## src/rtl/sm_regdump_uart.sv

```systemverilog
// sm_regdump_uart: walks a register-file debug port and prints each register as
//   8 uppercase hex digits + CR LF on an 8N1 UART line.
// Latency: first start bit two cycles after start is accepted; each register takes
//   2 + 100*CLK_DIV cycles, plus one NEXT cycle between registers.
// Backpressure: none; the UART line is free-running, and start is ignored while busy.
// Ports:
//   clk      - single clock, rising edge
//   rst_p    - asynchronous, active-low reset
//   start    - request one dump pass (sampled in IDLE only)
//   regAddr  - debug read address to the register file
//   regData  - combinational read data for regAddr (settles one cycle after a change)
//   tx       - UART serial output, idle high
//   busy     - pass in progress
//   done     - one-cycle pulse at the end of a pass
module sm_regdump_uart #(
  parameter int unsigned CLK_DIV   = 87,
  parameter int unsigned FIRST_REG = 0,
  parameter int unsigned LAST_REG  = 31
) (
  input  logic        clk,
  input  logic        rst_p,
  input  logic        start,
  output logic [4:0]  regAddr,
  input  logic [31:0] regData,
  output logic        tx,
  output logic        busy,
  output logic        done
);

  typedef enum logic [2:0] {
    IDLE    = 3'd0,
    ADDR    = 3'd1,
    CAPTURE = 3'd2,
    SEND    = 3'd3,
    NEXT    = 3'd4
  } state_t;

  localparam logic [15:0] BAUD_LAST  = 16'(CLK_DIV - 1);
  localparam logic [4:0]  FIRST_ADDR = 5'(FIRST_REG);
  localparam logic [4:0]  LAST_ADDR  = 5'(LAST_REG);

  state_t      state;
  state_t      state_nxt;
  logic [31:0] hold;      // register value being printed, frozen at CAPTURE
  logic [15:0] baud_cnt;  // cycles into the current bit, 0..CLK_DIV-1
  logic [3:0]  bit_idx;   // 0 = start bit, 1..8 = data LSB first, 9 = stop bit
  logic [3:0]  char_idx;  // 0..7 = hex digits MSB first, 8 = CR, 9 = LF
  logic        bit_end;
  logic        reg_end;
  logic        last_reg;
  logic [2:0]  digit;
  logic [3:0]  nibble;
  logic [7:0]  char_dat;

  assign bit_end  = (baud_cnt == BAUD_LAST);
  assign reg_end  = bit_end && (bit_idx == 4'd9) && (char_idx == 4'd9);
  assign last_reg = (regAddr >= LAST_ADDR);

  // Character index 0 prints the top nibble, so the digit position counts down.
  assign digit  = 3'd7 - char_idx[2:0];
  assign nibble = hold[{digit, 2'b00} +: 4];

  always_comb begin
    char_dat = 8'h0A;
    if (char_idx < 4'd8) begin
      if (nibble < 4'd10) char_dat = {4'h3, nibble};
      else                char_dat = 8'h37 + {4'h0, nibble};
    end else if (char_idx == 4'd8) begin
      char_dat = 8'h0D;
    end
  end

  // The line is driven straight from state so reset forces it high at once.
  always_comb begin
    tx = 1'b1;
    if (state == SEND) begin
      case (bit_idx)
        4'd0:    tx = 1'b0;
        4'd9:    tx = 1'b1;
        default: tx = char_dat[3'(bit_idx - 4'd1)];
      endcase
    end
  end

  always_ff @(posedge clk or negedge rst_p) begin
    if (!rst_p) state <= IDLE;
    else        state <= state_nxt;
  end

  always_comb begin
    state_nxt = state;
    busy      = 1'b1;
    done      = 1'b0;
    case (state)
      IDLE: begin
        busy = 1'b0;
        if (start) state_nxt = ADDR;
      end
      ADDR:    state_nxt = CAPTURE;
      CAPTURE: state_nxt = SEND;
      SEND:    if (reg_end) state_nxt = NEXT;
      NEXT: begin
        // The final NEXT cycle is the done cycle; busy already drops here.
        if (last_reg) begin
          state_nxt = IDLE;
          busy      = 1'b0;
          done      = 1'b1;
        end else begin
          state_nxt = ADDR;
        end
      end
      default: state_nxt = IDLE;
    endcase
  end

  always_ff @(posedge clk or negedge rst_p) begin
    if (!rst_p) begin
      regAddr  <= FIRST_ADDR;
      hold     <= '0;
      baud_cnt <= '0;
      bit_idx  <= '0;
      char_idx <= '0;
    end else begin
      case (state)
        IDLE: if (start) regAddr <= FIRST_ADDR;
        CAPTURE: begin
          hold     <= regData;
          char_idx <= '0;
          bit_idx  <= '0;
          baud_cnt <= '0;
        end
        SEND: begin
          if (bit_end) begin
            baud_cnt <= '0;
            if (bit_idx == 4'd9) begin
              bit_idx <= '0;
              // Parks on LF at the end of a register; CAPTURE rearms it.
              if (char_idx != 4'd9) char_idx <= char_idx + 4'd1;
            end else begin
              bit_idx <= bit_idx + 4'd1;
            end
          end else begin
            baud_cnt <= baud_cnt + 16'd1;
          end
        end
        NEXT: if (!last_reg) regAddr <= regAddr + 5'd1;
        default: ;
      endcase
    end
  end

endmodule
```

## config.mk

```make
export PLATFORM = sky130hd
export DESIGN_NAME = sm_regdump_uart
export DESIGN_NICKNAME = d
export VERILOG_FILES = /design/src/rtl/sm_regdump_uart.sv
export SDC_FILE = /design/constraint.sdc
export NUM_CORES = 1
export LEC_CHECK = 0
export BUFFER_PORTS_ARGS = -buffer_cell sky130_fd_sc_hd__clkbuf_2
export CAP_MARGIN = 40
export CORE_MARGIN = 2
export CORE_UTILIZATION = 35
export CTS_CLUSTER_SIZE = 16
export DETAILED_ROUTE_END_ITERATION = 8
export PLACE_DENSITY_LB_ADDON = 0.3
export SYNTH_ARGS = -nofsm -noshare
export SYNTH_HDL_FRONTEND = slang
export SYNTH_SLANG_ARGS = --single-unit
```

## constraint.sdc

```tcl
create_clock -name clk -period 6.8 [get_ports clk]
set_input_delay 0.34 -clock clk [delete_from_list [all_inputs] [get_ports clk]]
set_output_delay 0.34 -clock clk [all_outputs]
set_load 0.01 [all_outputs]
```

# Yosys cells after proc, flatten, opt, wreduce, memory -nomap -nowiden
# Cells that the tools add are included.
dict set report classes {
  addsub 7
  n_lt_le_gt_ge 4
  n_eq_ne 15
  shift 1
  n_mux 27
  n_reduce_logical 10
}
# cell n
set op_table {}
lappend op_table {{case mux 16 bit (2 select lines)} 1}
lappend op_table {{indexed part select 32 x 6 -> 4 bit} 1}
lappend op_table {{two-way mux 4 bit} 5}
lappend op_table {{adder 16 x 1 -> 16 bit, second input constant} 1}
lappend op_table {{== test 16 x 7 -> 1 bit, second input constant} 1}
lappend op_table {{two-way mux 16 bit} 1}
lappend op_table {{case mux 4 bit (2 select lines)} 2}
lappend op_table {{case mux 3 bit (5 select lines)} 1}
lappend op_table {{two-way mux 7 bit} 2}
lappend op_table {{== test 4 bit, second input constant} 3}
lappend op_table {{two-way mux 5 bit} 2}
lappend op_table {{inequality test 2 bit, second input constant} 5}
lappend op_table {{case mux 5 bit (2 select lines)} 1}
lappend op_table {{two-way mux 3 bit} 3}
lappend op_table {{adder 4 x 1 -> 4 bit, second input constant} 2}
lappend op_table {{< comparator 4 bit, second input constant} 2}
lappend op_table {{adder 6 x 4 -> 7 bit, first input constant} 1}
lappend op_table {{== test 3 x 2 -> 1 bit, second input constant} 2}
lappend op_table {{two-way mux 1 bit} 6}
lappend op_table {{adder 5 x 1 -> 5 bit, second input constant} 1}
lappend op_table {{>= comparator 5 bit, second input constant} 1}
lappend op_table {{zero test 4 bit} 1}
lappend op_table {{< comparator 3 x 4 -> 1 bit, second input constant} 1}
lappend op_table {{inequality test 4 bit, second input constant} 1}
lappend op_table {{other kinds (13)} 17}
dict set report totals {
  register_bits 64
  out_inout_bits 8
  wordCells 70
}

# Logic depth before layout (Yosys ltp)
dict set report depth {
  word_depth 9
  mapped_depth 9
}

# Worst setup path before layout
# No wires, ideal clock.
dict set report synth_timing {
  path_type {register -> output}
  startpoint {register char_idx[0]}
  endpoint {output tx}
  t_arrival_ps 2217
  setup_slack_ps 4243
  path_stages_with_launch 9
  n_path_buf 1
  cell_sequence {dfrtp_1 buf_6 mux4_1 mux2i_2 ha_1 a21oi_1 a311oi_1 o311ai_1 a31o_1}
}
dict set report synth_between {
  elab_chain_len 9
}
# item line
set synth_lines {}
lappend synth_lines {{start, declared} 47} ;# logic [3:0] char_idx;
lappend synth_lines {{start signal, assigned} 138} ;# if (char_idx != 4'd9) char_idx <= char_idx + 4'd1;
lappend synth_lines {{subtractor 3 bit} 60} ;# assign digit = 3'd7 - char_idx[2:0];
lappend synth_lines {{indexed part select 32 x 6 -> 4 bit} 61} ;# assign nibble = hold[{digit, 2'b00} +: 4];
lappend synth_lines {{adder 6 x 4 -> 7 bit / < comparator 4 bit (equally long branches)} {67, 66}}
lappend synth_lines {{two-way mux 7 bit} 66} ;# if (nibble < 4'd10) char_dat = {4'h3, nibble};
lappend synth_lines {{two-way mux 7 bit *} 65} ;# if (char_idx < 4'd8) begin
lappend synth_lines {{binary-select mux 1 bit (select 3 bit) *} 80} ;# default: tx = char_dat[3'(bit_idx - 4'd1)];
lappend synth_lines {{two-way mux 1 bit (not written as such) *} 80}
lappend synth_lines {{case mux 1 bit (2 select lines) *} 77} ;# case (bit_idx)
lappend synth_lines {{two-way mux 1 bit *} 76} ;# if (state == SEND) begin
lappend synth_lines {{end, declared} 25} ;# output logic tx,
# Mark *: on every way between the ends. The rest lies on a longest branch, timed or not. The select of a mux whose other input is x is not followed.

# Worst setup path after layout
# Same ends and word-level chain as after synthesis.

==> reports/metrics.csv <==
metric,value,unit
run_status,"complete, no violations",
fin_worst_skew,0.00869,ns
drive_gt1_frac,0.173,
grt_antenna_before_repair,0,
ir_worst_vdd,0.0000968,V
final_hold_vio_count,0,
average_wire_per_cell_in_the_routed_design,13.3,um
timing_worst_slew_pin_value,0.845,ns
via_per_inst,4.96,
dr.first_iter.drc_count,132,
pwr-share-seq,0.511,
die-height,103,um
insertedDiodeCount,0,
post-synth-top-area-cell,dfrtp_1,
synth_warnings,0,
synth_top_cells_by_area,"dfrtp_1 (47%), nand2_1 (14%), o21ai_0 (4.4%), ha_1 (3.7%), mux4_1 (3.1%)",
timing_max_transition_violations_final,0,
maxSlewHeadroom,0.435,
ioPinCount,43,
post_synth_instance_area,3400,sq um
timing.final.setup_violations,0,
worst_hold_startpoint,regData[23],
critical_path_arrival,3.06,ns
critical_path.reg2reg.startpoint,state[1],
achievable-frequency,0.294,GHz
post_dp_cell_area,3750,sq um
worst_ep_required_time,6.46,ns
post-place-ws,3.71,ns
grt_setup_unrepaired,false,
synth_fp_nets,421,
fraction_of_synthesis_flops_using_an_asynchronous_set_or_reset_pin,1.00,
worstSetupStartpointType,flop,
setup.worst_path.class,flop to primary output,
cell_internal_power_dissipation,590,uW
nNetsFinal,463,
io_buffers,42,
first_drt_pass_iteration_count,4,
areaGrowthSynthToFinish,16.7,%
cap_violations,0,
yosysSeqAreaShare,0.471,
crit_path_max_fanout,14,
grt_start_max_net_pins,47,
totalPowerFinal,774,uW
synthFlopType,dfrtp_1,
min_period_over_period,0.500,
switching_share,0.238,
postSynthCellCount,376,
regToRegSetupSlack,4.04,ns
power_per_cell_area,195,nW/um^2
finalCriticalPeriod,3.40,ns
clock_power_share,0.438,
wire_length_of_the_first_global_routing_pass,12800,um
syn_area_per_cell,9.04,sq um
power.switching,184,uW
dp_hpwl,5220,um
total_leakage_power,1.88,nW
floorplan.die.width,103,um
post_cts_resize_count,0,
grt-ovfl-total,0,
postRouteWirelength,7320,um
postRouteAntennaNets,0,
clock_latency_on_the_worst_skew_pair,0.34,ns
synthMostInstantiatedCell,nand2_1,
power.combinational.fraction,0.051,
cts_num_sinks,64,
clkSlewWorstSetupHoldPaths,0.08,ns
layout.cells.non_filler,552,
remaining_drc_errors,0,
cts_root_buf,clkbuf_8,
detailroute.via_count,2740,
cts-buffers-inserted,9,
synth_edf_count,0,
cp-end-kind,primary output,
floorplan.rows,35,
place.detailed.instances,535,
grt_pass1_vias,2736,
place_congestion,0.742,
finalHoldWorstSlack,0.183,ns
synth.top_cell.area_share,0.471,
stdcell_area,3970,sq um
hold_path_end,hold[23],
cts_tree,done,
worstHoldPathType,input pin to flop,
filler_cell_count,942,
post_synth_num_cell_types,46,
post-route-worst-setup-slack,3.40,ns
layout.core_utilization,0.425,
worst_r2r_endpoint,char_idx[3],
die-area,10500,sq um
cts_buffer_depth,2,
synth.ff_latch_count,64,
floorplan.initialDensity,0.364,
setup-tns-final,0,ns
post_synth_most_frequent_cells,"nand2_1 (130), dfrtp_1 (64), o21ai_0 (30)",
min_path_cells,3,
grt_util_all_layers,0.155,
ff2ff_path_depth,7,
floorplan.core_area,9330,sq um
cts_max_level,3,
## sequential cells by signal, summed over array words and instances, names as in the netlist
name      cells
baud_cnt     16
bit_idx       4
char_idx      4
hold         32
regAddr       5
state         3
## cell families (layout without fill, tap and decap cells)
| logic type | Yosys count | in the layout | synth area share |
|---|---|---|---|
| simple gates | 202 | 202 | 0.257 |
| buf+inv | 21 | 68 | 0.0258 |
| mux | 15 | 15 | 0.0869 |
| compound gates | 57 | 57 | 0.104 |
| xor+xnor | 7 | 7 | 0.0180 |
| fa+ha+maj | 10 | 10 | 0.0368 |
| flops | 64 | 64 | 0.471 |
## timing repair
action / 4_1_cts / 5_1_grt
setup buffers: 0 / 0
hold endpoints to repair: 18 / 0
hold buffers: 1 / 0
## critical path: stages (launching register included)
cell,delay [ns]
dfrtp_1,0.73
mux4_1,0.68
mux2i_4,0.22
ha_1,0.22
a21oi_1,0.08
a311oi_1,0.28
o311ai_1,0.14
a31o_1,0.25
clkbuf_2,0.13
## layout by cell type (no fill, tap or decap), drive strengths merged, types with 5 or more instances in the layout
| cell type | Yosys | layout |
|---|---|---|
| xor2 | 5 | 5 |
| clkbuf | 14 | 52 |
| nand2 | 130 | 130 |
| nor3 | 8 | 8 |
| o31ai | 5 | 5 |
| ha | 10 | 10 |
| nand4 | 5 | 5 |
| nand3 | 10 | 10 |
| inv | 5 | 7 |
| mux4 | 8 | 8 |
| a21oi | 7 | 7 |
| and3 | 6 | 6 |
| mux2i | 6 | 6 |
| o21ai | 30 | 30 |
| dfrtp | 64 | 64 |
| nor2 | 23 | 23 |
## worst max-delay path by stage
stage	from	endpoint	slack, ns	cells past startpoint
floorplan	char_idx[0]	tx	4.24	8
global placement	char_idx[0]	tx	3.82	8
detailed placement	char_idx[0]	tx	3.71	8
CTS	char_idx[0]	tx	3.33	8
global route	char_idx[0]	tx	3.19	8
finish	char_idx[0]	tx	3.40	8
## power groups by stage
stage	logic, mW	registers, mW	clock network [mW]
CTS	0.0403	0.396	0.347
floorplan	0.0172	0.401	0
global route	0.0455	0.397	0.363
detailed placement	0.0397	0.404	0
global placement	0.0366	0.404	0
finish	0.0391	0.396	0.339
## layer usage
layer	up-vias	share of wire	routed length, um	GRT usage
met4	0	0.019	139	0.0626
met5	-	0	0	0
met3	15	0.043	313	0.0366
met2	57	0.47	3440	0.247
met1	1287	0.47	3430	0.203
li1	1381	-	-	-
## layout make-up
type                            instances  area [sq um]  share of cell area
Clock buffer                           10           138              0.0347
Timing Repair Buffer                   47           270              0.0681
Multi-Input combinational cell        291          1710               0.432
Tap cell                              129           161              0.0407
Clock inverter                          6          65.1              0.0164
Inverter                                5          18.8             0.00473
Sequential cell                        64          1600               0.404
No activity file was read; power rests on OpenSTA's default activity.
